==> config.mk <==
export PLATFORM = sky130hd
export DESIGN_NAME = tx_stream_scheduler
export DESIGN_NICKNAME = d
export VERILOG_FILES = /design/src/rtl/tx_stream_scheduler.sv
export SDC_FILE = /design/constraint.sdc
export NUM_CORES = 1
export LEC_CHECK = 0
export ABC_AREA = 1
export ABC_CLOCK_PERIOD_IN_PS = 2730
export BUFFER_PORTS_ARGS = -buffer_cell sky130_fd_sc_hd__buf_2
export CORE_MARGIN = 2
export CORE_UTILIZATION = 44
export CTS_CLUSTER_DIAMETER = 100
export DETAILED_ROUTE_END_ITERATION = 12
export PLACE_DENSITY = 0.88
export SETUP_SLACK_MARGIN = 0.2
export SLEW_MARGIN = 10
export SYNTH_ARGS = -nofsm -noshare
export SYNTH_HDL_FRONTEND = slang
export SYNTH_SLANG_ARGS = --single-unit
==> constraint.sdc <==
create_clock -name clk_i -period 2.73 [get_ports clk_i]
set_clock_uncertainty 0.05 [all_clocks]
set_input_delay 0 -clock clk_i [delete_from_list [all_inputs] [get_ports clk_i]]
set_output_delay 0 -clock clk_i [all_outputs]
set_load 0.02 [all_outputs]
==> src/rtl/tx_stream_scheduler.sv <==
// Transmit arbiter between the ordered-set stream and the framed DLLP/TLP stream.
// Forwards whole packets and holds off link traffic while a SKP ordered set is owed.
module tx_stream_scheduler #(
  parameter int DATA_WIDTH   = 32,
  parameter int KEEP_WIDTH   = DATA_WIDTH/8,
  parameter int USER_WIDTH   = 5,
  parameter int SKP_INTERVAL = 1538,
  parameter int CNT_WIDTH    = 16
) (
  input  logic                  clk_i,
  input  logic                  rst_n_i,
  input  logic                  link_up_i,

  input  logic [DATA_WIDTH-1:0] s_os_axis_tdata,
  input  logic [KEEP_WIDTH-1:0] s_os_axis_tkeep,
  input  logic                  s_os_axis_tvalid,
  input  logic                  s_os_axis_tlast,
  input  logic [USER_WIDTH-1:0] s_os_axis_tuser,
  output logic                  s_os_axis_tready,

  input  logic [DATA_WIDTH-1:0] s_dllp_axis_tdata,
  input  logic [KEEP_WIDTH-1:0] s_dllp_axis_tkeep,
  input  logic                  s_dllp_axis_tvalid,
  input  logic                  s_dllp_axis_tlast,
  input  logic [USER_WIDTH-1:0] s_dllp_axis_tuser,
  output logic                  s_dllp_axis_tready,

  output logic [DATA_WIDTH-1:0] m_axis_tdata,
  output logic [KEEP_WIDTH-1:0] m_axis_tkeep,
  output logic                  m_axis_tvalid,
  output logic                  m_axis_tlast,
  output logic [USER_WIDTH-1:0] m_axis_tuser,
  input  logic                  m_axis_tready,

  output logic                  skp_req_o,
  input  logic                  skp_ack_i,
  output logic                  skp_overrun_o
);

  typedef enum logic [1:0] {IDLE, OS_PKT, DLLP_PKT, SKP_WAIT} state_t;

  localparam logic [CNT_WIDTH-1:0] CNT_LAST = CNT_WIDTH'(SKP_INTERVAL - 1);

  state_t               state, state_nxt;
  logic [CNT_WIDTH-1:0] skp_cnt;
  logic                 skp_pending;
  logic                 skp_overrun;
  logic                 os_eop, dllp_eop;

  assign os_eop   = s_os_axis_tvalid   & s_os_axis_tready   & s_os_axis_tlast;
  assign dllp_eop = s_dllp_axis_tvalid & s_dllp_axis_tready & s_dllp_axis_tlast;

  // SKP interval timer; expiry takes precedence over a same-cycle ack.
  always_ff @(posedge clk_i or negedge rst_n_i) begin
    if (!rst_n_i) begin
      skp_cnt     <= '0;
      skp_pending <= 1'b0;
      skp_overrun <= 1'b0;
    end else if (!link_up_i) begin
      skp_cnt     <= '0;
      skp_pending <= 1'b0;
    end else if (skp_cnt == CNT_LAST) begin
      skp_cnt     <= '0;
      skp_pending <= 1'b1;
      if (skp_pending && !skp_ack_i) skp_overrun <= 1'b1;
    end else begin
      skp_cnt <= skp_cnt + 1'b1;
      if (skp_ack_i) skp_pending <= 1'b0;
    end
  end

  always_ff @(posedge clk_i or negedge rst_n_i) begin
    if (!rst_n_i) state <= IDLE;
    else          state <= state_nxt;
  end

  always_comb begin
    state_nxt = state;
    case (state)
      IDLE: begin
        if (s_os_axis_tvalid)                     state_nxt = OS_PKT;
        else if (skp_pending)                     state_nxt = SKP_WAIT;
        else if (s_dllp_axis_tvalid && link_up_i) state_nxt = DLLP_PKT;
      end
      OS_PKT:   if (os_eop)   state_nxt = IDLE;
      DLLP_PKT: if (dllp_eop) state_nxt = IDLE;
      SKP_WAIT: begin
        if (s_os_axis_tvalid) state_nxt = OS_PKT;
        else if (!skp_pending) state_nxt = IDLE;
      end
      default: state_nxt = IDLE;
    endcase
  end

  // Grant is the registered state, so the mux never switches mid-packet.
  always_comb begin
    m_axis_tdata       = '0;
    m_axis_tkeep       = '0;
    m_axis_tvalid      = 1'b0;
    m_axis_tlast       = 1'b0;
    m_axis_tuser       = '0;
    s_os_axis_tready   = 1'b0;
    s_dllp_axis_tready = 1'b0;
    case (state)
      OS_PKT: begin
        m_axis_tdata     = s_os_axis_tdata;
        m_axis_tkeep     = s_os_axis_tkeep;
        m_axis_tvalid    = s_os_axis_tvalid;
        m_axis_tlast     = s_os_axis_tlast;
        m_axis_tuser     = s_os_axis_tuser;
        s_os_axis_tready = m_axis_tready;
      end
      DLLP_PKT: begin
        m_axis_tdata       = s_dllp_axis_tdata;
        m_axis_tkeep       = s_dllp_axis_tkeep;
        m_axis_tvalid      = s_dllp_axis_tvalid;
        m_axis_tlast       = s_dllp_axis_tlast;
        m_axis_tuser       = s_dllp_axis_tuser;
        s_dllp_axis_tready = m_axis_tready;
      end
      default: ;
    endcase
  end

  assign skp_req_o     = skp_pending;
  assign skp_overrun_o = skp_overrun;

endmodule

* Word-level counts from Yosys, hierarchy flattened
Cells that the tools add are included.
** Word-level totals
- Input port bits :: 91
- Bits in registers :: 20
- Word-level logic and storage cells :: 44
- Output and inout bits :: 47
** Operators by class
- Reductions and logical operators :: 6
- Equality and inequality tests :: 9
- Mux-type cells :: 20
- Add/subtract/negate cells :: 1
- Bitwise gates (word level) :: 4
** Operator list (count)
- 32-bit one-hot mux with 2 select lines :: 1
- 16-bit two-way mux :: 2
- 16-bit by 1-bit adder with 16-bit output, second input constant :: 1
- 16-bit by 11-bit == test with 1-bit output, second input constant :: 1
- 2-bit two-way mux :: 7
- 5-bit one-hot mux with 2 select lines :: 1
- 2-bit one-hot mux with 4 select lines :: 1
- 4-bit one-hot mux with 2 select lines :: 1
- 1-bit two-way mux :: 5
- 1-bit AND :: 4
- 2-bit == test, second input constant :: 2
- 2-bit inequality test, second input constant :: 2
- 4-bit inequality test, second input constant :: 1
- 1-bit one-hot mux with 2 select lines :: 2
- 4-bit AND reduction :: 1
- 3-bit by 1-bit inequality test with 1-bit output, second input constant :: 1
- 3-bit inequality test, second input constant :: 1
- 3-bit AND reduction :: 1
- 2-bit by 1-bit == test with 1-bit output, second input constant :: 1
- 1-bit logical AND :: 2
- 2-bit zero test :: 1
- 1-bit zero test :: 1

* Logic depth before layout (Yosys ltp)
- Word-level depth :: 6
- Gate-level depth with buffers :: 8

* Least setup slack after synthesis
No wires, ideal clock.
- Kind :: flip-flop to output port
- Start :: register state[0]
- End :: output m_axis_tdata[0]
- Path buffers :: 1
- Arrival time :: 1.404 ns
- Slack :: 1.276 ns
- Cell stages (with the launch flop) :: 6
- Path through :: dfrtp_1 > inv_1 > ha_1 > clkinv_1 > clkbuf_1 > a21oi_1
** Between the ends
- Longest elaborated chain between the ends :: 2
- Elaborated cells on any way between the ends :: 3
** Ends and longest elaborated chain
- start: declaration :: RTL line 44 : state_t state, state_nxt;
- start signal: assignment :: RTL line 74 : else state <= state_nxt;
- 2-bit == test or 2-bit by 1-bit == test with 1-bit output (tied branches) :: RTL line 104 : case (state)
- 32-bit one-hot mux with 2 select lines (*) :: RTL line 104
- end: declaration :: RTL line 28 : output logic [DATA_WIDTH-1:0] m_axis_tdata,
Mark *: on every way between the ends. The rest lies on a longest branch, timed or not.

* Worst setup path after layout
- Start :: register state[1]
- End :: output m_axis_tuser[0]
** Between the ends
- Longest elaborated chain between the ends :: 2
- Elaborated cells on any way between the ends :: 3
** Ends and longest elaborated chain
- 2-bit == test or 2-bit by 1-bit == test with 1-bit output (tied branches) :: RTL line 104
- 5-bit one-hot mux with 2 select lines (*) :: RTL line 104
- end: declaration :: RTL line 32 : output logic [USER_WIDTH-1:0] m_axis_tuser,
Marks and branches as above.

==> results.py <==
metrics = {
    "yosys": {
        "ys_ff_latch": 20,
        "ys_seq_area_share_pct": 27.2,
        "synthFlopType": "dfrtp_1",
        "postSynthAreaPerCell_um2": 6.03,
        "synthArstFlopShare_pct": 100,
        "synth_edf_count": 0,
        "synth.area.top_cells": "dfrtp_1 27%, nand2_1 26%, a21oi_1 12%, nor2_1 6.7%, ha_1 4.8%",
        "synthCells": 305,
        "yosysTopAreaCell": "dfrtp_1",
        "yosysTopAreaCellShare_pct": 27.2,
        "synth_cell_type_count": 24,
        "syn_area_um2": 1840,
        "synth_nets": 403,
        "ys.warnings.count": 0,
    },
    "placed_design": {
        "port_buffers": 137,
        "hpwl_um": 4660,
        "globalplace.congestion": 0.864,
    },
    "routing": {
        "drc": 0,
        "dr_total_vias": 2341,
        "totalWireLength_um": 5800,
        "drtIter0Drc": 69,
        "drt-vias-per-instance": 4.82,
        "ant_nets": 0,
        "wire_per_inst_um": 11.9,
        "drt_first_pass_iters": 4,
    },
    "grt": {
        "grt_max_degree": 44,
        "grt_pass1_wl_um": 8110,
        "globalRoute.totalOverflow": 0,
        "antenna_found_initial": 0,
        "track_usage_pct": 22.4,
        "grt_pass1_vias": 1889,
    },
    "timing": {
        "finalHoldViolCount": 0,
        "setup_viol": 0,
        "rsz0062_at_grt": "no",
        "period_minus_slack_ps": 2100,
        "maxSlewViolCount": 0,
        "finalSetupTns_ps": 0,
        "min_period_over_period_pct": 76.9,
        "tightest_slew_ps": 506,
        "slew_headroom_pct": 66.2,
        "max_freq_mhz": 477,
    },
    "final_layout": {
        "drive_gt1_share_pct": 36.2,
        "syn2layout_area_growth_pct": 43.3,
        "final_util_pct": 65.9,
        "nNetsFinal": 535,
        "final_cell_mix": "137 x buf_2, 125 x nand2_1, 43 x a21oi_1",
        "mostFrequentLayoutCell": "buf_2",
        "n_antenna_cell": 0,
    },
    "floorplan": {
        "fp-row-count": 23,
        "dieArea_um2": 4710,
        "die_y_um": 68.7,
        "start_util_pct": 46.0,
        "die_w_um": 68.7,
        "core_area_um2": 4000,
        "num_io_pins": 138,
    },
    "critical_path": {
        "cp.required_ps": 2680,
        "worst_setup_path_end_kind": "output port",
        "cp.buffers_inverters": 3,
        "reg2reg_setup_slack_ps": 1280,
        "cp.arrival_ps": 2050,
        "path_cells": "inv_1, ha_1, buf_4, nand2_1, a21oi_1, buf_2",
        "crit_type": "reg -> out",
        "critPathMaxFanout": 35,
        "critPathTopFamily": "buffers and inverters",
        "start_kind": "flop",
        "slowest_stage": "dfrtp_1",
        "cp_slowest_stage_delay_ps": 410,
    },
    "clock_tree": {
        "cts_made_buffers": 3,
        "cts_max_level": 1,
        "insertion_delay_ps": 260,
        "clock-root-buffer": "clkbuf_8",
        "clockBufferDepth": 2,
        "clock_sink_count": 20,
        "clk_pin_slew_ps": 70,
        "post_cts_buffers": 0,
        "cts_tree": "done",
    },
    "power": {
        "p_leak_uw": 0.00139,
        "peakVddDrop_uv": 682,
        "powerDensity_nw_per_um2": 665,
    },
    "hold_path": {
        "hold_class": "in -> reg",
    },
    "job": {
        "cap_viol_max_count": 0,
    },
    "run_status": {
        "outcome": "completed",
    },
}
[stage by stage]
step           hold WS (ps)  total power (µW)  instance area, µm²  worst slack (ps)  cells
2_1_floorplan          -346              1130                1840              1280    305
6_report               35.5              1750                2640               632    486
5_1_grt                50.4              1910                2640               409    486
3_5_place_dp          -83.0              1470                2530               482    479
3_3_place_gp          -83.3              1450                2530               469    479
4_1_cts                31.0              1770                2640               623    486
[cell usage after synthesis, types with 4 or more instances]
master    instances
a21oi_1          43
buf_2            10
clkbuf_1          5
dfrtp_1          20
ha_1              7
inv_1            16
nand2_1         125
nand2_2           4
nand3_1          11
nand4_1           5
nor2_1           33
nor2_4            4
o21ai_0           4
xor2_1            4
[cell families (layout without fill, tap and decap cells)]
logic type,count (synthesis),count (layout),share of synthesized area (%)
AND/OR/NAND/NOR,187,187,42.7
buffers and inverters,33,164,7.41
flip-flops,20,20,27.2
XOR/XNOR,6,6,2.86
AO/OA/AOI/OAI,52,52,15.1
adder cells (fa/ha/maj),7,7,4.76
[worst reg2reg max path: stages, from the launching register on]
cell,delay (ps)
dfrtp_1,410
inv_1,120
ha_1,380
nand2_1,90
nand2_1,90
nor2_1,60
nand2_1,50
o21ai_0,80
[timing repair]
item,CTS,global route
resized for setup,1,0
hold buffers,3,0
hold endpoints to repair,24,0
setup endpoints to repair,4,0
[path summary, 6_finish.rpt]
check,endpoint,cells past startpoint,start
max,m_axis_tuser[0],6,state[1]$_DFFE_PN0P_
min,state[1]$_DFFE_PN0P_,4,s_os_axis_tvalid
max reg2reg,state[0]$_DFFE_PN0P_,7,state[1]$_DFFE_PN0P_
min reg2reg,skp_overrun_o$_DFFE_PN0P_,1,skp_overrun_o$_DFFE_PN0P_
max in group asynchronous,skp_req_o$_DFFE_PN0P_,2,rst_n_i
min in group asynchronous,skp_cnt[13]$_DFF_PN0_,2,rst_n_i
[layout make-up]
cell class | instances | area, µm²
multi-input cells | 252 | 1200
flip-flops and latches | 20 | 500
inverters | 18 | 68.8
repair buffers | 142 | 731
fillers | 358 | 1360
well taps | 50 | 62.6
clock inverters | 1 | 30.0
clock buffers | 3 | 41.3
[registers in the layout, summed over array words and instances (netlist names)]
name           flops
state              2
skp_req_o          1
skp_overrun_o      1
skp_cnt           16
[layer usage]
layer | up-vias | global-route usage, % | part of all wire (%)
li1 | 1227 | - | -
met1 | 1024 | 28.6 | 43
met2 | 85 | 39.2 | 48
met3 | 5 | 5.36 | 8.3
met4 | 0 | 3.00 | 0.40
met5 | - | 0 | 0
[power by group]
| group | internal [µW] | switching, µW |
|---|---|---|
| clock network | 196 | 97.3 |
| logic | 341 | 790 |
| registers | 312 | 16.5 |
Power figures use the tool's default switching activity.
